--- src/rtl/furv_bus_pkg.sv ---
// -----------------------------------------------------------------------------
// furv_bus_pkg
// Shared types and constants for the furv fetch/data bus arbiter.
//   state_e   : arbiter state (IDLE, GNT_I, GNT_D)
//   FETCH_SEL : byte-lane mask used for instruction fetches (always full word)
//   PORT_I/D  : encoding of the "last served" port
// -----------------------------------------------------------------------------
package furv_bus_pkg;

  typedef enum logic [1:0] {
    IDLE  = 2'd0,
    GNT_I = 2'd1,
    GNT_D = 2'd2
  } state_e;

  localparam logic [3:0] FETCH_SEL = 4'b1111;

  localparam logic PORT_I = 1'b0;
  localparam logic PORT_D = 1'b1;

endpackage

--- src/rtl/furv_bus_arbiter_if.sv ---
// -----------------------------------------------------------------------------
// furv_bus_arbiter_if
// Bundles the three buses the arbiter touches:
//   i_*  : core instruction-fetch port (read-only, word address)
//   d_*  : core data port (read/write, byte lanes)
//   m_*  : shared memory bus (cyc/stb/we/sel/ack handshake)
// Modports:
//   master : the arbiter view (drives acks/errs/rdata back to the core and
//            drives the memory bus)
//   slave  : the environment view (core requesters plus memory slave)
// -----------------------------------------------------------------------------
interface furv_bus_arbiter_if;

  // fetch port
  logic        i_req;
  logic [29:0] i_addr;
  logic [31:0] i_rdata;
  logic        i_ack;
  logic        i_err;

  // data port
  logic        d_req;
  logic        d_we;
  logic [29:0] d_addr;
  logic [3:0]  d_sel;
  logic [31:0] d_wdata;
  logic [31:0] d_rdata;
  logic        d_ack;
  logic        d_err;

  // memory bus
  logic        m_cyc;
  logic        m_stb;
  logic        m_we;
  logic [29:0] m_addr;
  logic [3:0]  m_sel;
  logic [31:0] m_wdata;
  logic [31:0] m_rdata;
  logic        m_ack;

  modport master (
    input  i_req, i_addr,
    output i_rdata, i_ack, i_err,
    input  d_req, d_we, d_addr, d_sel, d_wdata,
    output d_rdata, d_ack, d_err,
    output m_cyc, m_stb, m_we, m_addr, m_sel, m_wdata,
    input  m_rdata, m_ack
  );

  modport slave (
    output i_req, i_addr,
    input  i_rdata, i_ack, i_err,
    output d_req, d_we, d_addr, d_sel, d_wdata,
    input  d_rdata, d_ack, d_err,
    input  m_cyc, m_stb, m_we, m_addr, m_sel, m_wdata,
    output m_rdata, m_ack
  );

endinterface

--- src/rtl/furv_bus_watchdog.sv ---
// -----------------------------------------------------------------------------
// furv_bus_watchdog
// Per-transaction timeout counter for the bus arbiter.
//   clk, rst : clock, synchronous active-high reset
//   run      : a granted cycle is in progress and no ack arrived this cycle
//   clear    : transaction is over (or not running); counter returns to 0
//   expire   : combinational; high in the TIMEOUT-th consecutive run cycle
// TIMEOUT = 0 disables expiry entirely.
// -----------------------------------------------------------------------------
module furv_bus_watchdog #(
  parameter int unsigned TIMEOUT = 255,
  parameter int unsigned TW      = 8
) (
  input  logic clk,
  input  logic rst,
  input  logic run,
  input  logic clear,
  output logic expire
);

  // Count value seen during the last allowed cycle; the guard keeps the
  // TIMEOUT = 0 case from evaluating a negative constant.
  localparam logic [TW-1:0] LIMIT = (TIMEOUT == 0) ? '0 : TW'(TIMEOUT - 1);

  logic [TW-1:0] wdog_q;
  logic [TW-1:0] wdog_d;

  always_comb begin
    wdog_d = wdog_q;
    if (clear) begin
      wdog_d = '0;
    end else if (run) begin
      wdog_d = wdog_q + 1'b1;
    end
  end

  assign expire = (TIMEOUT != 0) && run && (wdog_q == LIMIT);

  always_ff @(posedge clk) begin
    if (rst) begin
      wdog_q <= '0;
    end else begin
      wdog_q <= wdog_d;
    end
  end

endmodule

--- src/rtl/furv_bus_arbiter.sv ---
// -----------------------------------------------------------------------------
// furv_bus_arbiter
// Shares one single-ported memory bus between the furv fetch and data ports.
//   clk, rst : clock, synchronous active-high reset
//   bus      : furv_bus_arbiter_if.master (fetch port, data port, memory bus)
// Parameters:
//   ROUND_ROBIN : 1 = alternate on contention, 0 = data port always wins
//   TIMEOUT     : cycles without ack before an error is returned (0 = off)
//   TW          : watchdog counter width, TIMEOUT < 2**TW
//
// state | meaning
// ------+-----------------------------------------------------------
// IDLE  | bus free; arbitrate among requests sampled this cycle
// GNT_I | fetch port owns the bus until ack, timeout or abort
// GNT_D | data port owns the bus until ack, timeout or abort
//
// The bus outputs are combinational from state and the granted port so the
// address/data reach the slave in the first grant cycle. Every grant returns
// through IDLE, which keeps a request still high in its own ack cycle from
// being granted a second time.
// -----------------------------------------------------------------------------
module furv_bus_arbiter
  import furv_bus_pkg::*;
#(
  parameter bit          ROUND_ROBIN = 1'b1,
  parameter int unsigned TIMEOUT     = 255,
  parameter int unsigned TW          = 8
) (
  input  logic              clk,
  input  logic              rst,
  furv_bus_arbiter_if.master bus
);

  state_e state_q;
  state_e state_d;
  logic   last_q;
  logic   last_d;

  logic   gnt_live;
  logic   wd_run;
  logic   wd_clear;
  logic   wd_expire;

  // Granted port still requesting; low in a grant state means abort.
  always_comb begin
    gnt_live = 1'b0;
    unique case (state_q)
      GNT_I:   gnt_live = bus.i_req;
      GNT_D:   gnt_live = bus.d_req;
      default: gnt_live = 1'b0;
    endcase
  end

  assign wd_run   = gnt_live & ~bus.m_ack;
  // Any cycle that is not a live, un-acked grant ends the transaction.
  assign wd_clear = ~wd_run | wd_expire;

  furv_bus_watchdog #(
    .TIMEOUT (TIMEOUT),
    .TW      (TW)
  ) u_watchdog (
    .clk    (clk),
    .rst    (rst),
    .run    (wd_run),
    .clear  (wd_clear),
    .expire (wd_expire)
  );

  // Read data fans out unconditionally; only the acked port consumes it.
  assign bus.i_rdata = bus.m_rdata;
  assign bus.d_rdata = bus.m_rdata;
  assign bus.m_stb   = bus.m_cyc;

  always_comb begin
    state_d     = state_q;
    last_d      = last_q;
    bus.m_cyc   = 1'b0;
    bus.m_we    = 1'b0;
    bus.m_addr  = '0;
    bus.m_sel   = '0;
    bus.m_wdata = '0;
    bus.i_ack   = 1'b0;
    bus.i_err   = 1'b0;
    bus.d_ack   = 1'b0;
    bus.d_err   = 1'b0;

    unique case (state_q)
      IDLE: begin
        if (bus.i_req && bus.d_req) begin
          // Round robin serves whichever port did not go last.
          state_d = (ROUND_ROBIN && (last_q == PORT_D)) ? GNT_I : GNT_D;
        end else if (bus.i_req) begin
          state_d = GNT_I;
        end else if (bus.d_req) begin
          state_d = GNT_D;
        end
      end

      GNT_I: begin
        if (bus.i_req) begin
          bus.m_cyc  = 1'b1;
          bus.m_addr = bus.i_addr;
          bus.m_sel  = FETCH_SEL;
          if (bus.m_ack) begin
            // Ack takes priority over a coincident timeout.
            bus.i_ack = 1'b1;
            state_d   = IDLE;
            last_d    = PORT_I;
          end else if (wd_expire) begin
            bus.i_err = 1'b1;
            state_d   = IDLE;
            last_d    = PORT_I;
          end
        end else begin
          state_d = IDLE;
        end
      end

      GNT_D: begin
        if (bus.d_req) begin
          bus.m_cyc   = 1'b1;
          bus.m_we    = bus.d_we;
          bus.m_addr  = bus.d_addr;
          bus.m_sel   = bus.d_sel;
          bus.m_wdata = bus.d_wdata;
          if (bus.m_ack) begin
            bus.d_ack = 1'b1;
            state_d   = IDLE;
            last_d    = PORT_D;
          end else if (wd_expire) begin
            bus.d_err = 1'b1;
            state_d   = IDLE;
            last_d    = PORT_D;
          end
        end else begin
          state_d = IDLE;
        end
      end

      default: begin
        state_d = IDLE;
      end
    endcase
  end

  always_ff @(posedge clk) begin
    if (rst) begin
      state_q <= IDLE;
      last_q  <= PORT_D;
    end else begin
      state_q <= state_d;
      last_q  <= last_d;
    end
  end

endmodule

--- src/flat_wrapper.sv ---
// flat-port wrapper written by rule: the top's interface ports become plain ports
module furv_bus_arbiter_flat import furv_bus_pkg::*;
#(
  parameter bit          ROUND_ROBIN = 1'b1,
  parameter int unsigned TIMEOUT     = 255,
  parameter int unsigned TW          = 8
)
  (clk, rst, bus_i_req, bus_i_addr, bus_i_rdata, bus_i_ack, bus_i_err, bus_d_req, bus_d_we, bus_d_addr, bus_d_sel, bus_d_wdata, bus_d_rdata, bus_d_ack, bus_d_err, bus_m_cyc, bus_m_stb, bus_m_we, bus_m_addr, bus_m_sel, bus_m_wdata, bus_m_rdata, bus_m_ack);
  furv_bus_arbiter_if bus_i ();
  input  logic clk;
  input  logic rst;
  input wire logic [$bits(bus_i.i_req)-1:0] bus_i_req;
  input wire logic [$bits(bus_i.i_addr)-1:0] bus_i_addr;
  output wire logic [$bits(bus_i.i_rdata)-1:0] bus_i_rdata;
  output wire logic [$bits(bus_i.i_ack)-1:0] bus_i_ack;
  output wire logic [$bits(bus_i.i_err)-1:0] bus_i_err;
  input wire logic [$bits(bus_i.d_req)-1:0] bus_d_req;
  input wire logic [$bits(bus_i.d_we)-1:0] bus_d_we;
  input wire logic [$bits(bus_i.d_addr)-1:0] bus_d_addr;
  input wire logic [$bits(bus_i.d_sel)-1:0] bus_d_sel;
  input wire logic [$bits(bus_i.d_wdata)-1:0] bus_d_wdata;
  output wire logic [$bits(bus_i.d_rdata)-1:0] bus_d_rdata;
  output wire logic [$bits(bus_i.d_ack)-1:0] bus_d_ack;
  output wire logic [$bits(bus_i.d_err)-1:0] bus_d_err;
  output wire logic [$bits(bus_i.m_cyc)-1:0] bus_m_cyc;
  output wire logic [$bits(bus_i.m_stb)-1:0] bus_m_stb;
  output wire logic [$bits(bus_i.m_we)-1:0] bus_m_we;
  output wire logic [$bits(bus_i.m_addr)-1:0] bus_m_addr;
  output wire logic [$bits(bus_i.m_sel)-1:0] bus_m_sel;
  output wire logic [$bits(bus_i.m_wdata)-1:0] bus_m_wdata;
  input wire logic [$bits(bus_i.m_rdata)-1:0] bus_m_rdata;
  input wire logic [$bits(bus_i.m_ack)-1:0] bus_m_ack;
  assign bus_i.i_req = bus_i_req;
  assign bus_i.i_addr = bus_i_addr;
  assign bus_i_rdata = bus_i.i_rdata;
  assign bus_i_ack = bus_i.i_ack;
  assign bus_i_err = bus_i.i_err;
  assign bus_i.d_req = bus_d_req;
  assign bus_i.d_we = bus_d_we;
  assign bus_i.d_addr = bus_d_addr;
  assign bus_i.d_sel = bus_d_sel;
  assign bus_i.d_wdata = bus_d_wdata;
  assign bus_d_rdata = bus_i.d_rdata;
  assign bus_d_ack = bus_i.d_ack;
  assign bus_d_err = bus_i.d_err;
  assign bus_m_cyc = bus_i.m_cyc;
  assign bus_m_stb = bus_i.m_stb;
  assign bus_m_we = bus_i.m_we;
  assign bus_m_addr = bus_i.m_addr;
  assign bus_m_sel = bus_i.m_sel;
  assign bus_m_wdata = bus_i.m_wdata;
  assign bus_i.m_rdata = bus_m_rdata;
  assign bus_i.m_ack = bus_m_ack;
  furv_bus_arbiter #(.ROUND_ROBIN(ROUND_ROBIN), .TIMEOUT(TIMEOUT), .TW(TW)) u_core (.clk(clk), .rst(rst), .bus(bus_i));
endmodule
--- config.mk ---
export PLATFORM = sky130hd
export DESIGN_NAME = furv_bus_arbiter_flat
export DESIGN_NICKNAME = d
export VERILOG_FILES = /design/src/rtl/furv_bus_pkg.sv /design/src/rtl/furv_bus_arbiter_if.sv /design/src/rtl/furv_bus_watchdog.sv /design/src/rtl/furv_bus_arbiter.sv /design/src/flat_wrapper.sv
export SDC_FILE = /design/constraint.sdc
export NUM_CORES = 1
export LEC_CHECK = 0
export CAP_MARGIN = 20
export CORE_AREA = 8 8 100 102
export CTS_BUF_LIST = sky130_fd_sc_hd__clkbuf_4 sky130_fd_sc_hd__clkbuf_8
export CTS_CLUSTER_DIAMETER = 100
export DETAILED_ROUTE_END_ITERATION = 8
export DIE_AREA = 0 0 108 110
export PLACE_DENSITY = 0.91
export SLEW_MARGIN = 20
export SYNTH_ARGS = -nofsm -noshare
export SYNTH_HDL_FRONTEND = slang
export SYNTH_SLANG_ARGS = --single-unit
export TNS_END_PERCENT = 30
--- constraint.sdc ---
create_clock -name clk -period 2.8 [get_ports clk]
set_input_delay 0.56 -clock clk [delete_from_list [all_inputs] [get_ports clk]]
set_output_delay 0.56 -clock clk [all_outputs]
set_load 0.005 [all_outputs]
==> flow_summary.json, run 1 <==
{
  "run_status": "completed",
  "relSlewSlack": 0.815,
  "post_route_cells_drive_above_1_share": 0.0739,
  "power.leakage_nw": 1.49,
  "max-cap-violations": 0,
  "start_util": 0.236,
  "hp-class": "flop to flop",
  "clk_pin_slew_worst_paths_ps": 50,
  "r2r-start": "u_core.state_q[0]",
  "place_ws_ps": -50.7,
  "areaGrowthSynthToFinish_pct": 77.4,
  "diodes": 0,
  "finalMaxSlewViolations": 0,
  "wl_per_cell_um": 18.4,
  "p_per_area_mw_per_mm2": 197,
  "place_area_mm2": 0.00342,
  "finClkSkew_ps": 4.48,
  "synthFlopType": "dfxtp_1",
  "yosys_warnings": 0,
  "grt-busiest-layer": "met2",
  "ant_nets": 0,
  "rrSetupSlack_ps": 840,
  "die_w_um": 108,
  "startpoint": "u_core.state_q[0]",
  "layout_min_cycle_time_ps": 2660,
  "numCtsBuffers": 3,
  "final_cell_area_mm2": 0.00354,
  "port_buffers": 174,
  "clockRootBuffer": "clkbuf_8",
  "setup_ws_ps": 140,
  "final.fill_count": 800,
  "first_pass_iters": 5,
  "yosysUniqueCellTypes": 38,
  "cts_tree": "yes",
  "cts_setup_buffers": 0,
  "multi_input_area_mm2": 0.00120,
  "cts.htree.levels": 1,
  "die_h_um": 110,
  "core_mm2": 0.00847,
  "vias": 2320,
  "syn-num-nets": 415,
  "finalHoldViolCount": 0,
  "r2r_end": "u_core.last_q",
  "yosys.area.top_type": "buf_4",
  "gp_congestion": 0.851,
  "first_global_vias": 2341,
  "clockBufferDepth": 2,
  "num_io_pins": 271,
  "globalRouteMet1Util": 0.128,
  "synthCells": 273,
  "cp-start-kind": "flop",
  "drt-total-wl_mm": 8.96,
  "yosys.area.top_type_share": 0.248,
  "grt_pass1_wl_mm": 12.4,
  "cts_sinks": 11,
  "use_met3": 0.0320,
  "final_core_util": 0.418,
  "ys_async_sr_fraction": 0,
  "fin_cells": 487,
  "grtUsageTotal": 0.130,
  "layout.nets": 522,
  "avgSynthCellArea_um2": 7.31,
  "required_ps": 2240,
  "antenna_found_initial": 0,
  "grt_max_degree": 36,
  "crit_type": "flop to primary output",
  "fmax_mhz": 376,
  "path_max_fanout": 35,
  "yosys_register_bits": 11,
  "drc": 0,
  "regArea_um2": 221,
  "num_rows": 34,
  "fin_tns_setup_ps": 0,
  "synth-seq-area-share": 0.110,
  "grtUsageMet2": 0.255,
  "placed_cells": 482,
  "ir_worst_vdd_mv": 0.246,
  "synth_area_mm2": 0.00200,
  "drtIter0Drc": 107,
  "setup_viol": 0,
  "r2r_cells": 6,
  "worstMarginPinSlew_ps": 278,
  "grt_overflow": 0,
  "fin_crit_sh": 0.950,
  "vias_per_cell": 4.76,
  "dpl.hpwl_mm": 7.27,
  "synthTopCellsByArea": "buf_4 25%, and3_1 11%, dfxtp_1 11%, a22oi_1 11%, nor2b_1 10%",
  "endpoint_kind": "primary output",
  "endpoint": "bus_m_sel[2]",
  "worstPathArrival_ps": 2100,
  "synth_edf_count": 0,
  "dieArea_mm2": 0.0119,
  "clkLatencyLatePin_ps": 240
}
kinds of logic (layout without fill, tap and decap cells):
family | count (synthesis) | after routing | share of synthesized area
xor gates and xnor gates | 4 | 4 | 0.0176
DFF | 11 | 11 | 0.110
and+or+nand+nor | 112 | 112 | 0.334
adders and majority gates | 8 | 8 | 0.0502
buffers and inverters | 90 | 196 | 0.295
AOI/OAI and AO/OA | 48 | 48 | 0.193
cells in the final DEF (no fill, tap or decap), types with 5 or more instances in the layout:
| master | instances |
|---|---|
| and3_1 | 36 |
| dfxtp_1 | 10 |
| dlymetal6s2s_1 | 11 |
| buf_4 | 8 |
| nor2b_1 | 32 |
| nand2_1 | 12 |
| a22oi_1 | 29 |
| ha_1 | 7 |
| clkdlybuf4s50_1 | 162 |
| nor2_1 | 11 |
| inv_1 | 5 |
cells in the mapped netlist (all sizes together), types with 2 or more instances:
cell	n
and4	2
dfxtp	11
o21ai	2
and3	37
nor2b	32
a21boi	4
buf	70
clkbuf	15
nor2	11
xor2	4
nand4	2
and2	5
nand2	12
a22oi	29
a21oi	4
inv	5
ha	8
a32oi	2
nor3	2
or3	2
per-stage QoR:
stage	total power (W)	hold slack, ps
floorplan	0.000360	437
global placement	0.000508	459
detailed placement	0.000519	471
CTS	0.000694	481
global route	0.000734	499
finish	0.000696	487
worst min path at each step:
stage / from / endpoint / slack [ps] / cells past startpoint
after global placement: u_core.u_watchdog.wdog_q[0] / u_core.u_watchdog.wdog_q[0] / 460 / 1
after global routing: u_core.u_watchdog.wdog_q[7] / u_core.u_watchdog.wdog_q[7] / 500 / 2
after detailed placement: u_core.u_watchdog.wdog_q[7] / u_core.u_watchdog.wdog_q[7] / 470 / 2
after CTS: u_core.u_watchdog.wdog_q[7] / u_core.u_watchdog.wdog_q[7] / 480 / 2
final: u_core.u_watchdog.wdog_q[7] / u_core.u_watchdog.wdog_q[7] / 490 / 2
after floorplan: u_core.u_watchdog.wdog_q[0] / u_core.u_watchdog.wdog_q[0] / 440 / 1
repair_timing:
action | in CTS | in global routing
hold buffers | 0 | 0
setup endpoints to repair | 9 | 57
cloned | 0 | 1
gates resized for setup | 6 | 15
endpoints found under the hold margin | 0 | 0
power by group:
part / total, W / internal (W) / switching [W] / leakage, nW
logic: 0.000363 / 0.000235 / 0.000127 / 1.37
registers: 0.000164 / 0.000160 / 0.00000404 / 0.0893
clock network: 0.000169 / 0.000110 / 0.0000594 / 0.0262
total: 0.000696 / 0.000505 / 0.000191 / 1.49
routing by layer:
metal / routed length, um / share of wire
met3: 621 / 0.069
met2: 4970 / 0.56
met4: 242 / 0.027
met5: 0 / 0
met1: 3120 / 0.35
sequential cells by signal (all words and copies together) (netlist names):
name	cells
u_core.u_watchdog.wdog_q	8
u_core.state_q	2
u_core.last_q	1
area by class of cell:
| cell class | instances | share of cell area |
|---|---|---|
| Inverter | 5 | 0.00530 |
| Timing Repair Buffer | 187 | 0.542 |
| Clock buffer | 4 | 0.0138 |
| Multi-Input combinational cell | 172 | 0.338 |
| Tap cell | 108 | 0.0382 |
| Sequential cell | 11 | 0.0626 |
critical path, cell delays in order (launching register included):
cell	delay, ps
dfxtp_1	410
inv_1	110
ha_2	400
buf_8	200
a21boi_0	190
clkdlybuf4s50_1	530
No activity file was read; power rests on OpenSTA's default activity.
==> run 2, diff against run 1 <==
TNS_END_PERCENT = unset   (was 30)
==> run 2 against run 1 <==
Routed wire length fell by 0.50%. Global-route usage did not move. Sequential share of layout area did not move. Core utilization did not move. Hold slack barely moved. Worst setup slack improved by 5.9 ps. Critical path depth did not move. Sequential power barely moved. Power fell by 0.10%. Largest power group unchanged.
==> flow_summary.json, run 2 (same netlist as run 1, synthesis figures left out) <==
{
  "finalHoldViolCount": 0,
  "fin_tns_setup_ps": 0,
  "layout.nets": 522,
  "ant_nets": 0,
  "first_global_vias": 2337,
  "endpoint_kind": "primary output",
  "multi_input_area_mm2": 0.00120,
  "die_w_um": 108,
  "cts_setup_buffers": 0,
  "crit_type": "flop to primary output",
  "cts_tree": "yes",
  "crit_chain": "inv_1 > ha_2 > buf_8 > a21boi_0 > clkdlybuf4s50_1",
  "grt_pass1_wl_mm": 12.4,
  "final_common_cell": "clkdlybuf4s50_1",
  "slowest_delay_ps": 530,
  "clkLatencyLatePin_ps": 240,
  "cp-start-kind": "flop",
  "final_cell_mix": "162 x clkdlybuf4s50_1, 36 x and3_1, 32 x nor2b_1",
  "num_rows": 34,
  "drtIter0Drc": 102,
  "power_w": 0.000695,
  "numCtsBuffers": 3,
  "drt-total-wl_mm": 8.91,
  "cts_sinks": 11,
  "finClkSkew_ps": 4.17,
  "die_h_um": 110,
  "crit_family": "buffers and inverters",
  "run_status": "completed",
  "vias": 2287,
  "place_ws_ps": -50.7,
  "layout_min_cycle_time_ps": 2650,
  "grt_max_degree": 36,
  "final.fill_count": 800,
  "num_io_pins": 271,
  "clockRootBuffer": "clkbuf_8",
  "hp-class": "flop to flop",
  "largest_reg_flops": 8,
  "fmax_mhz": 377,
  "worstMarginPinSlew_ps": 279,
  "setup_viol": 0,
  "gp_congestion": 0.851,
  "start_util": 0.236,
  "dieArea_mm2": 0.0119,
  "ir_worst_vdd_mv": 0.246,
  "setup_ws_ps": 146,
  "cts.htree.levels": 1,
  "final_core_util": 0.418,
  "power.leakage_nw": 1.49,
  "wl_per_cell_um": 18.3,
  "post_route_cells_drive_above_1_share": 0.0739,
  "p_per_area_mw_per_mm2": 196,
  "dpl.hpwl_mm": 7.27,
  "top_register": "u_core.u_watchdog.wdog_q",
  "cp_num_buf_inv": 3,
  "drc": 0,
  "grtUsageTotal": 0.130,
  "relSlewSlack": 0.814,
  "first_pass_iters": 5,
  "worstPathArrival_ps": 2090,
  "port_buffers": 174,
  "diodes": 0,
  "largest_registers": "u_core.u_watchdog.wdog_q: 8 flops, u_core.state_q: 2 flops, u_core.last_q: 1 flops",
  "required_ps": 2240,
  "vias_per_cell": 4.70,
  "clockBufferDepth": 2,
  "core_mm2": 0.00847,
  "fin_crit_sh": 0.948,
  "grt_overflow": 0,
  "areaGrowthSynthToFinish_pct": 77.4,
  "finalMaxSlewViolations": 0,
  "path_max_fanout": 35,
  "regArea_um2": 221,
  "clk_pin_slew_worst_paths_ps": 50,
  "max-cap-violations": 0,
  "antenna_found_initial": 0,
  "slowest_stage": "clkdlybuf4s50_1"
}
## run 2: report_power, final
group | leakage (nW) | internal (W) | switching [W]
combinational | 1.37 | 0.000235 | 0.000127
clock | 0.0262 | 0.000110 | 0.0000592
sequential | 0.0893 | 0.000160 | 0.00000410
total | 1.49 | 0.000505 | 0.000190
## run 2: worst paths after layout
check	from	end	slack, ps	cells past startpoint
max	u_core.state_q[0]	bus_m_sel[2]	150	5
min	u_core.u_watchdog.wdog_q[7]	u_core.u_watchdog.wdog_q[7]	490	2
max reg2reg	u_core.state_q[0]	u_core.last_q	840	6
min reg2reg	u_core.u_watchdog.wdog_q[7]	u_core.u_watchdog.wdog_q[7]	490	2
## run 2: through the flow
| step | area (um2) | instances | hold slack [ps] |
|---|---|---|---|
| floorplan | 2000 | 273 | 437 |
| global placement | 3420 | 482 | 459 |
| detailed placement | 3420 | 482 | 471 |
| CTS | 3480 | 486 | 481 |
| global route | 3540 | 487 | 499 |
| finish | 3540 | 487 | 487 |
## run 2: worst register-to-register path, delay by kind of cell (launching register included)
kind,cells,cell delay [ps]
compound gates,3,750
buf+inv,2,280
fa+ha+maj,1,400
flops,1,410
## run 2: repair_timing
item | 4_1_cts | 5_1_grt
gates cloned | 0 | 1
resized for setup | 6 | 15
hold endpoints to repair | 0 | 0
endpoints found under the setup margin | 9 | 57
hold buffers | 0 | 0
## run 2: layer usage
metal,wire length (um),track usage,up-vias
met2,4940,0.255,106
met4,242,0.0476,0
met1,3090,0.128,1056
met3,643,0.0320,29
li1,-,-,1096
met5,0,0,-
## run 2: layout make-up
cell class	count	share of cell area
Tap cell	108	0.0382
Multi-Input combinational cell	172	0.338
Timing Repair Buffer	187	0.542
Inverter	5	0.00530
Sequential cell	11	0.0626
Clock buffer	4	0.0138
==> run 3, diff against run 2 <==
ABC_CLOCK_PERIOD_IN_PS = 2800   (was unset)
==> results of run 3 <==
No change in the layout: final DEF, timing and power equal those of run 2.
